`config.mk`:
```
export PLATFORM = sky130hd
export DESIGN_NAME = uvmt_axis_st_pkt_sink_flat
export DESIGN_NICKNAME = d
export VERILOG_FILES = /design/src/rtl/uvmt_axis_st_pkt_sink_if.sv /design/src/rtl/uvmt_axis_st_pkt_sink.sv /design/src/flat_wrapper.sv
export SDC_FILE = /design/constraint.sdc
export NUM_CORES = 1
export LEC_CHECK = 0
export ABC_AREA = 1
export BUFFER_PORTS_ARGS = -buffer_cell sky130_fd_sc_hd__buf_2
export CORE_ASPECT_RATIO = 1.1
export CORE_UTILIZATION = 35
export CTS_CLUSTER_SIZE = 16
export DETAILED_ROUTE_END_ITERATION = 10
export GPL_ROUTABILITY_DRIVEN = 0
export SLEW_MARGIN = 20
export SYNTH_ARGS = -nofsm -noshare
export SYNTH_HDL_FRONTEND = slang
export SYNTH_SLANG_ARGS = --single-unit
```
`constraint.sdc`:
```
create_clock -name clk -period 5.29 [get_ports clk]
set_input_delay 0.529 -clock clk [delete_from_list [all_inputs] [get_ports clk]]
set_output_delay 0.529 -clock clk [all_outputs]
set_load 0.03 [all_outputs]
```
`src/rtl/uvmt_axis_st_pkt_sink_if.sv`:
```
// AXI-Stream handshake/data bundle between a stream master and the packet sink.
interface uvmt_axis_st_pkt_sink_if #(
    parameter int unsigned DATA_W = 32
) ();
    logic              tvalid;
    logic              tready;
    logic [DATA_W-1:0] tdata;
    logic              tlast;

    modport master (output tvalid, output tdata, output tlast, input tready);
    modport slave  (input tvalid, input tdata, input tlast, output tready);
endinterface

```
`src/rtl/uvmt_axis_st_pkt_sink.sv`:
```
// AXI-Stream receive end: programmable back-pressure, incrementing-data and
// packet-length checking, beat/packet/error counters for scoreboard cross-check.
module uvmt_axis_st_pkt_sink #(
    parameter int unsigned DATA_W      = 32,
    parameter int unsigned MAX_PKT_LEN = 256
) (
    input  logic                     clk,
    input  logic                     reset_n,
    uvmt_axis_st_pkt_sink_if.slave   axis,
    input  logic                     cfg_en_i,
    input  logic [1:0]               cfg_ready_mode_i,
    input  logic [15:0]              cfg_seed_i,
    input  logic [7:0]               cfg_gap_i,
    output logic [31:0]              beat_cnt_o,
    output logic [31:0]              pkt_cnt_o,
    output logic                     data_err_o,
    output logic                     len_err_o,
    output logic [15:0]              err_cnt_o,
    output logic                     busy_o
);
    localparam int unsigned LEN_W     = 16;
    localparam int unsigned CNT_W     = 32;
    localparam int unsigned ERR_W     = 16;
    localparam int unsigned ERR_SUM_W = ERR_W + 1;
    localparam int unsigned GAP_W     = 8;
    localparam int unsigned LFSR_W    = 16;
    localparam logic [LFSR_W-1:0] LFSR_MASK = 16'hB400;
    localparam logic [LFSR_W-1:0] LFSR_DEF  = 16'hACE1;

    typedef enum logic [1:0] {
        ST_IDLE   = 2'd0,
        ST_IN_PKT = 2'd1,
        ST_GAP    = 2'd2
    } state_e;

    state_e              state_q,    state_d;
    logic                tready_q,   tready_d;
    logic [LFSR_W-1:0]   lfsr_q,     lfsr_d;
    logic [DATA_W-1:0]   exp_q,      exp_d;
    logic [LEN_W-1:0]    len_q,      len_d;
    logic [GAP_W-1:0]    gap_q,      gap_d;
    logic [CNT_W-1:0]    beat_q,     beat_d;
    logic [CNT_W-1:0]    pkt_q,      pkt_d;
    logic                data_err_q, data_err_d;
    logic                len_err_q,  len_err_d;
    logic [ERR_W-1:0]    err_q,      err_d;
    logic                busy_q,     busy_d;

    logic                 accept_c;
    logic                 data_mis_c;
    logic                 len_over_c;
    logic                 gap_en_c;
    logic [ERR_SUM_W-1:0] err_sum_c;

    assign accept_c   = axis.tvalid && tready_q;
    assign data_mis_c = accept_c && (axis.tdata != exp_q);
    // The beat being accepted is number len_q+1 of its packet.
    assign len_over_c = accept_c && (len_q >= LEN_W'(MAX_PKT_LEN));
    assign gap_en_c   = (cfg_gap_i != '0) &&
                        ((cfg_ready_mode_i == 2'd1) || (cfg_ready_mode_i == 2'd2));
    assign err_sum_c  = {1'b0, err_q} + ERR_SUM_W'(data_mis_c) + ERR_SUM_W'(len_over_c);

    always_ff @(posedge clk) begin
        if (!reset_n) begin
            state_q    <= ST_IDLE;
            tready_q   <= 1'b0;
            lfsr_q     <= (cfg_seed_i == '0) ? LFSR_DEF : cfg_seed_i;
            exp_q      <= '0;
            len_q      <= '0;
            gap_q      <= '0;
            beat_q     <= '0;
            pkt_q      <= '0;
            data_err_q <= 1'b0;
            len_err_q  <= 1'b0;
            err_q      <= '0;
            busy_q     <= 1'b0;
        end else begin
            state_q    <= state_d;
            tready_q   <= tready_d;
            lfsr_q     <= lfsr_d;
            exp_q      <= exp_d;
            len_q      <= len_d;
            gap_q      <= gap_d;
            beat_q     <= beat_d;
            pkt_q      <= pkt_d;
            data_err_q <= data_err_d;
            len_err_q  <= len_err_d;
            err_q      <= err_d;
            busy_q     <= busy_d;
        end
    end

    always_comb begin
        state_d    = state_q;
        exp_d      = exp_q;
        len_d      = len_q;
        gap_d      = gap_q;
        beat_d     = beat_q;
        pkt_d      = pkt_q;
        data_err_d = data_err_q | data_mis_c;
        len_err_d  = len_err_q | len_over_c;
        err_d      = err_sum_c[ERR_W] ? {ERR_W{1'b1}} : err_sum_c[ERR_W-1:0];
        lfsr_d     = lfsr_q[0] ? ((lfsr_q >> 1) ^ LFSR_MASK) : (lfsr_q >> 1);

        // Checker resynchronises on the received value, not the expected one.
        if (accept_c) begin
            beat_d = beat_q + CNT_W'(1);
            exp_d  = axis.tdata + DATA_W'(1);
            if (axis.tlast) begin
                pkt_d = pkt_q + CNT_W'(1);
                len_d = '0;
            end else if (len_q != {LEN_W{1'b1}}) begin
                len_d = len_q + LEN_W'(1);
            end
        end

        case (state_q)
            ST_IDLE, ST_IN_PKT: begin
                if (accept_c) begin
                    if (!axis.tlast) begin
                        state_d = ST_IN_PKT;
                    end else if (gap_en_c) begin
                        state_d = ST_GAP;
                        gap_d   = cfg_gap_i;
                    end else begin
                        state_d = ST_IDLE;
                    end
                end
            end
            ST_GAP: begin
                if (gap_q <= GAP_W'(1)) begin
                    state_d = ST_IDLE;
                end else begin
                    gap_d = gap_q - GAP_W'(1);
                end
            end
            default: state_d = ST_IDLE;
        endcase

        // Ready looks at the post-edge state so a gap starts right after tlast.
        if (!cfg_en_i || (state_d == ST_GAP)) begin
            tready_d = 1'b0;
        end else if (cfg_ready_mode_i == 2'd1) begin
            tready_d = lfsr_q[0];
        end else begin
            tready_d = 1'b1;
        end

        busy_d = (state_d == ST_IN_PKT);
    end

    assign axis.tready = tready_q;
    assign beat_cnt_o  = beat_q;
    assign pkt_cnt_o   = pkt_q;
    assign data_err_o  = data_err_q;
    assign len_err_o   = len_err_q;
    assign err_cnt_o   = err_q;
    assign busy_o      = busy_q;
endmodule

```
`src/flat_wrapper.sv`:
```
// flat-port wrapper written by rule: the top's interface ports become plain ports
module uvmt_axis_st_pkt_sink_flat 
#(
    parameter int unsigned DATA_W      = 32,
    parameter int unsigned MAX_PKT_LEN = 256
)
  (clk, reset_n, cfg_en_i, cfg_ready_mode_i, cfg_seed_i, cfg_gap_i, beat_cnt_o, pkt_cnt_o, data_err_o, len_err_o, err_cnt_o, busy_o, axis_tvalid, axis_tdata, axis_tlast, axis_tready);
  uvmt_axis_st_pkt_sink_if #(.DATA_W(DATA_W)) axis_i ();
  input  logic clk;
  input  logic reset_n;
  input  logic cfg_en_i;
  input  logic [1:0] cfg_ready_mode_i;
  input  logic [15:0] cfg_seed_i;
  input  logic [7:0] cfg_gap_i;
  output logic [31:0] beat_cnt_o;
  output logic [31:0] pkt_cnt_o;
  output logic data_err_o;
  output logic len_err_o;
  output logic [15:0] err_cnt_o;
  output logic busy_o;
  input wire logic [$bits(axis_i.tvalid)-1:0] axis_tvalid;
  input wire logic [$bits(axis_i.tdata)-1:0] axis_tdata;
  input wire logic [$bits(axis_i.tlast)-1:0] axis_tlast;
  output wire logic [$bits(axis_i.tready)-1:0] axis_tready;
  assign axis_i.tvalid = axis_tvalid;
  assign axis_i.tdata = axis_tdata;
  assign axis_i.tlast = axis_tlast;
  assign axis_tready = axis_i.tready;
  uvmt_axis_st_pkt_sink #(.DATA_W(DATA_W), .MAX_PKT_LEN(MAX_PKT_LEN)) u_core (.clk(clk), .reset_n(reset_n), .axis(axis_i), .cfg_en_i(cfg_en_i), .cfg_ready_mode_i(cfg_ready_mode_i), .cfg_seed_i(cfg_seed_i), .cfg_gap_i(cfg_gap_i), .beat_cnt_o(beat_cnt_o), .pkt_cnt_o(pkt_cnt_o), .data_err_o(data_err_o), .len_err_o(len_err_o), .err_cnt_o(err_cnt_o), .busy_o(busy_o));
endmodule
```
# Word level (Yosys, flattened, before mapping)
# Cells that the tools add are included.
dict set report totals {
  register_bits 158
  out_inout_bits 84
  wordCells 71
  input_bits 63
}
dict set report op_classes {
  bitwise_logic 4
  n_addsub 7
  n_reduce_logical 17
  n_eq_ne 12
  n_lt_le_gt_ge 2
  n_mux 17
}
# operator n
set op_table {}
lappend op_table {{adder 32 x 1 -> 32 bit (second input constant)} 3}
lappend op_table {{two-way mux 16 bit} 6}
lappend op_table {{two-way mux 8 bit} 4}
lappend op_table {{!= test 32 bit} 1}
lappend op_table {{adder 16 x 1 -> 17 bit} 1}
lappend op_table {{adder 17 x 1 -> 17 bit} 1}
lappend op_table {{adder 16 x 1 -> 16 bit (second input constant)} 1}
lappend op_table {{greater-or-equal comparator 16 x 9 -> 1 bit (second input constant)} 1}
lappend op_table {{logical NOT 16 bit} 1}
lappend op_table {{!= test 16 bit (second input constant)} 1}
lappend op_table {{one-hot mux 8 bit (2 select lines)} 1}
lappend op_table {{less-or-equal comparator 8 x 1 -> 1 bit (second input constant)} 1}
lappend op_table {{two-way mux 2 bit} 4}
lappend op_table {{nonzero test 8 bit} 1}
lappend op_table {{subtractor 8 x 1 -> 8 bit (second input constant)} 1}
lappend op_table {{equality test 2 x 1 -> 1 bit (second input constant)} 3}
lappend op_table {{equality test 2 bit (second input constant)} 3}
lappend op_table {{AND reduction 5 bit} 1}
lappend op_table {{logical AND 1 bit} 4}
lappend op_table {{!= test 2 x 1 -> 1 bit (second input constant)} 2}
lappend op_table {{!= test 2 bit (second input constant)} 2}
lappend op_table {{NOT 3 -> 4 bit} 1}
lappend op_table {{one-hot mux 2 bit (2 select lines)} 1}
lappend op_table {{AND reduction 2 bit} 2}
lappend op_table {{8 further kinds} 12}

# Depth between registers and ports, before layout
dict set report depth {
  ltp_word 10
  depth_mapped 21
  depth_no_buf 21
}

# Worst setup path before layout
# OpenSTA, ideal clock, no wires.
dict set report synth_timing {
  path_type {register -> register}
  from {reg u_core.tready_q, in the netlist u_core.axis.tready}
  to {reg u_core.err_q[15], in the netlist u_core.err_cnt_o[15]}
  n_path_buf 2
  stages_incl_launch_ff 17
  required_ps 5233
  setup_slack_ps 2424
  t_arrival_ps 2809
  setup_ps 57
  period_less_slack_ps 2866
  path_cell_list {dfxtp_1 -> nand2_4 -> clkinv_4 -> clkbuf_1 -> o41ai_1 -> fa_1 -> inv_1 -> ha_1 -> nand3_2 -> nor2_1 -> nand3_2 -> nor2_2 -> nand3_1 -> buf_6 -> nand2_1 -> o21ai_0 -> inv_1}
}
dict set report synth_via {
  elab_chain_len 5
  elab_cells_between_ends 6
  cone_classes {add/sub: 2; mux: 1; reduce/logical: 3}
}
# item line
set synth_lines {}
lappend synth_lines {{start: declaration} uvmt_axis_st_pkt_sink.sv:37} ;# logic tready_q, tready_d;
lappend synth_lines {{start signal: assignment} uvmt_axis_st_pkt_sink.sv:79} ;# tready_q <= tready_d;
lappend synth_lines {{logical AND 1 bit (*)} uvmt_axis_st_pkt_sink.sv:55} ;# assign accept_c = axis.tvalid && tready_q;
lappend synth_lines {{logical AND 1 bit} uvmt_axis_st_pkt_sink.sv:56} ;# assign data_mis_c = accept_c && (axis.tdata != exp_q);
lappend synth_lines {{adder 16 x 1 -> 17 bit} uvmt_axis_st_pkt_sink.sv:61} ;# assign err_sum_c = {1'b0, err_q} + ERR_SUM_W'(data_mis_c) + ERR_SUM_W'(len_over_c);
lappend synth_lines {{adder 17 x 1 -> 17 bit (*)} uvmt_axis_st_pkt_sink.sv:61}
lappend synth_lines {{two-way mux 16 bit (*)} uvmt_axis_st_pkt_sink.sv:102} ;# err_d = err_sum_c[ERR_W] ? {ERR_W{1'b1}} : err_sum_c[ERR_W-1:0];
lappend synth_lines {{end signal: assignment} uvmt_axis_st_pkt_sink.sv:88} ;# err_q <= err_d;
lappend synth_lines {{end: declaration} uvmt_axis_st_pkt_sink.sv:46} ;# logic [ERR_W-1:0] err_q, err_d;
# Mark *: on every way between the ends. The rest lies on a longest branch, timed or not.
# A chain may end at the register's enable or synchronous reset.

# Worst setup path after layout
dict set report layout_timing {
  from {reg u_core.tready_q, in the netlist u_core.axis.tready}
  to {reg u_core.err_q[14], in the netlist u_core.err_cnt_o[14]}
}
# The elaborated chain is that of the path after synthesis.

==> impl_metrics.env <==
export IMPL_clock_root_buffer="clkbuf_16"
export IMPL_hold_viol_final=0
export IMPL_relSlewSlack_pct=43.9
export IMPL_setup_worst_path_end_class="flip-flop"
export IMPL_gr_usage_all_layers_pct=18.2
export IMPL_ir_drop_mv=0.187
export IMPL_synth_top_family_by_area="simple AND/OR/NAND/NOR gates"
export IMPL_rows=60
export IMPL_critPathLaunchType="flip-flop"
export IMPL_synthToLayoutAreaGrowth_pct=17.8
export IMPL_ant_nets=0
export IMPL_antenna_diode_count=0
export IMPL_grt_pass1_vias=8097
export IMPL_setup_tns_ns=0
export IMPL_cts_tree="yes"
export IMPL_p_comb_share_pct=8.2
export IMPL_drive_above_1_share_pct=14.9
export IMPL_grt_pass1_wl_um=38000
export IMPL_drtIter0Drc=431
export IMPL_drc=13
export IMPL_failed_checks="DRC"
export IMPL_antenna_found_initial=0
export IMPL_synth_warnings=0
export IMPL_avgRoutedWirePerCell_um=12.9
export IMPL_io_pins=147
export IMPL_drv_slew=0
export IMPL_fillers=2623
export IMPL_synth_nets=1392
export IMPL_dr_pass1_iters=8
export IMPL_async_reset_ff_share_pct=0
export IMPL_die_w_um=153
export IMPL_seqPwrFrac_pct=47.3
export IMPL_synth_edff_count=0
export IMPL_setup_viol=0
export IMPL_viasPerCell=4.79
export IMPL_coreArea_um2=24500
export IMPL_port_buffers=146
export IMPL_gr_total_overflow=0
export IMPL_p_sw_mw=0.685
export IMPL_synth_area_um2=8740
export IMPL_drt_wl_total_um=22900
export IMPL_synth_compound_area_share_pct=10.7
export IMPL_synth_area_per_cell_um2=6.63
export IMPL_clock_sinks=158
export IMPL_powerDensity_nw_per_um2=254
export IMPL_clkSlewWorstSetupHoldPaths_ns=0.07
export IMPL_cp_max_fo=72
export IMPL_cts_buffer_depth=2
export IMPL_p_clk_share_pct=44.5
export IMPL_nNetsFinal=1528
export IMPL_grt_max_degree=82
export IMPL_synth_flop_cell="dfxtp_1"
export IMPL_detailed_place_hpwl_um=16900
export IMPL_intPower_mw=1.94
export IMPL_num_vias=8515
export IMPL_ctsResizeCount=0
export IMPL_htreeDepth=4
export IMPL_synth_cell_type_count=45
export IMPL_synth_simple_area_share_pct=35.5
export IMPL_synthXorXnorAreaFrac_pct=6.51
export IMPL_required_ns=5.66
export IMPL_numCtsBuffers=17
export IMPL_rsz0062_at_grt="false"
export IMPL_power_leakage_nw=4.73
export IMPL_drv_cap=0
export IMPL_yosys_mux_area_fraction_pct=0
export IMPL_cts_setup_buffers=0
export IMPL_dieArea_um2=25600
export IMPL_outcome="finished, violations left"
export IMPL_finalCritPeriodShare_pct=65.0
export IMPL_worst_setup_path_type="flip-flop to flip-flop"
export IMPL_cts_hold_buf=0
export IMPL_swShare_pct=26.1
export IMPL_tightest_slew_ns=0.841
export IMPL_hold_class="primary input to flip-flop"
export IMPL_die_h_um=168
export IMPL_period_minus_slack_ns=3.44
export IMPL_critPathArrivalTime_ns=3.81
export IMPL_clk_latency_ns=0.43
export IMPL_fin_ws_ns=1.85
export IMPL_synth_seq_cells=158
export IMPL_post_place_ws_ns=1.61
export IMPL_synth_adder_area_share_pct=1.52
export IMPL_synth_cells=1319
export IMPL_skew_ns=0.0174
export IMPL_seq_area_frac_synth_pct=36.2
export IMPL_initial_utilization_pct=35.7
export IMPL_fmax_ghz=0.291
-- placed cells by master (no fill, tap or decap), drive strengths merged --
cell type | synthesis | final
nand4 | 23 | 23
nand2 | 303 | 303
nor4 | 9 | 9
clkbuf | 17 | 20
o21bai | 1 | 1
o31ai | 1 | 1
buf | 14 | 148
or3 | 1 | 1
nor3b | 3 | 3
a31oi | 6 | 6
xor2 | 35 | 35
clkinvlp | 0 | 3
nand3 | 99 | 99
o211ai | 1 | 1
o21ai | 76 | 76
clkinv | 1 | 6
a22oi | 2 | 2
o21a | 5 | 5
or2 | 4 | 4
xnor2 | 30 | 30
a211oi | 3 | 3
and3 | 2 | 2
fa | 1 | 1
a21oi | 83 | 83
o41ai | 1 | 1
nand3b | 3 | 3
nor3 | 41 | 41
dfxtp | 158 | 158
nor2 | 203 | 203
inv | 184 | 188
ha | 9 | 9
-- worst paths after layout --
path / slack [ns] / cells after the start / startpoint / end
min reg2reg: 0.42 / 2 / u_core.lfsr_q[5] / u_core.lfsr_q[4]
min: 0.31 / 3 / cfg_seed_i[1] / u_core.lfsr_q[1]
max: 1.85 / 14 / u_core.axis.tready / u_core.err_cnt_o[14]
max reg2reg: 1.85 / 14 / u_core.axis.tready / u_core.err_cnt_o[14]
-- cells by family after synthesis --
kind of cell	after synthesis
compound gates	179
flops	158
xor+xnor	65
fa+ha+maj	10
simple gates	691
buf+inv	216
-- synthesized netlist by cell type, drive strengths merged, types with 3 or more instances --
cell    count  area, um2
nor4        9       56.3
xor2       35        307
buf        14       70.1
a211oi      3       22.5
a31oi       6       37.5
nor3b       3       27.5
nand2     303       1160
a21oi      83        415
ha          9        113
nor3       41        230
o21a        5       37.5
o21ai      76        380
nor2      203        863
nand4      23        144
or2         4       25.0
xnor2      30        263
clkbuf     17       63.8
nand3      99        561
nand3b      3       22.5
inv       184        691
dfxtp     158       3160
-- state kept, by name, summed over array words and instances, names as in the netlist --
register            count
u_core.axis.tready      1
u_core.beat_cnt_o      32
u_core.busy_o           1
u_core.data_err_o       1
u_core.err_cnt_o       16
u_core.exp_q           32
u_core.gap_q            8
u_core.len_err_o        1
u_core.len_q           16
u_core.lfsr_q          16
u_core.pkt_cnt_o       32
u_core.state_q          2
-- metrics by stage --
stage	hold WS (ns)	total power, mW	cells	util, %	instance area [um2]
2_1_floorplan	0.399	1.40	1319	-	8740
3_3_place_gp	0.404	1.48	1746	39.8	9740
3_5_place_dp	0.411	1.48	1746	39.8	9740
4_1_cts	0.281	2.67	1778	42.1	10300
5_1_grt	0.298	2.75	1778	42.1	10300
6_report	0.310	2.62	1778	42.1	10300
-- worst max-delay path, stage by stage, from the launching register on --
cell      delay (ns)
dfxtp_1         0.36
nand2_4         0.22
clkinv_4        0.46
o41ai_1         0.25
fa_1            0.48
inv_1           0.07
ha_1            0.19
nand3_2         0.11
nor2_1          0.19
nand3_2         0.15
nor2_2          0.16
nand3_1         0.38
nand3_1         0.21
nand2_1         0.06
inv_1           0.07
-- cell type report --
type,instances,area (um2),area share (%)
well taps,310,388,3.76
clock buffers,20,457,4.43
repair buffers,148,746,7.24
inverters,185,699,6.79
flip-flops and latches,158,3160,30.7
clock inverters,12,104,1.01
multi-input cells,945,4750,46.1
-- power by group through the flow --
stage	registers, mW	clock network [mW]	logic, mW
2_1_floorplan	1.27	0	0.136
3_3_place_gp	1.27	0	0.214
3_5_place_dp	1.27	0	0.216
4_1_cts	1.24	1.21	0.217
5_1_grt	1.24	1.26	0.244
6_report	1.24	1.17	0.215
-- metal layers --
layer / routed length [um] / part of all wire (%) / track usage (%)
met5: 0 / 0 / 0
met4: 497 / 2.2 / 7.03
met3: 842 / 3.7 / 2.75
met2: 11000 / 48 / 32.5
met1: 10500 / 46 / 21.8
(Power assumes the default switching activity.)
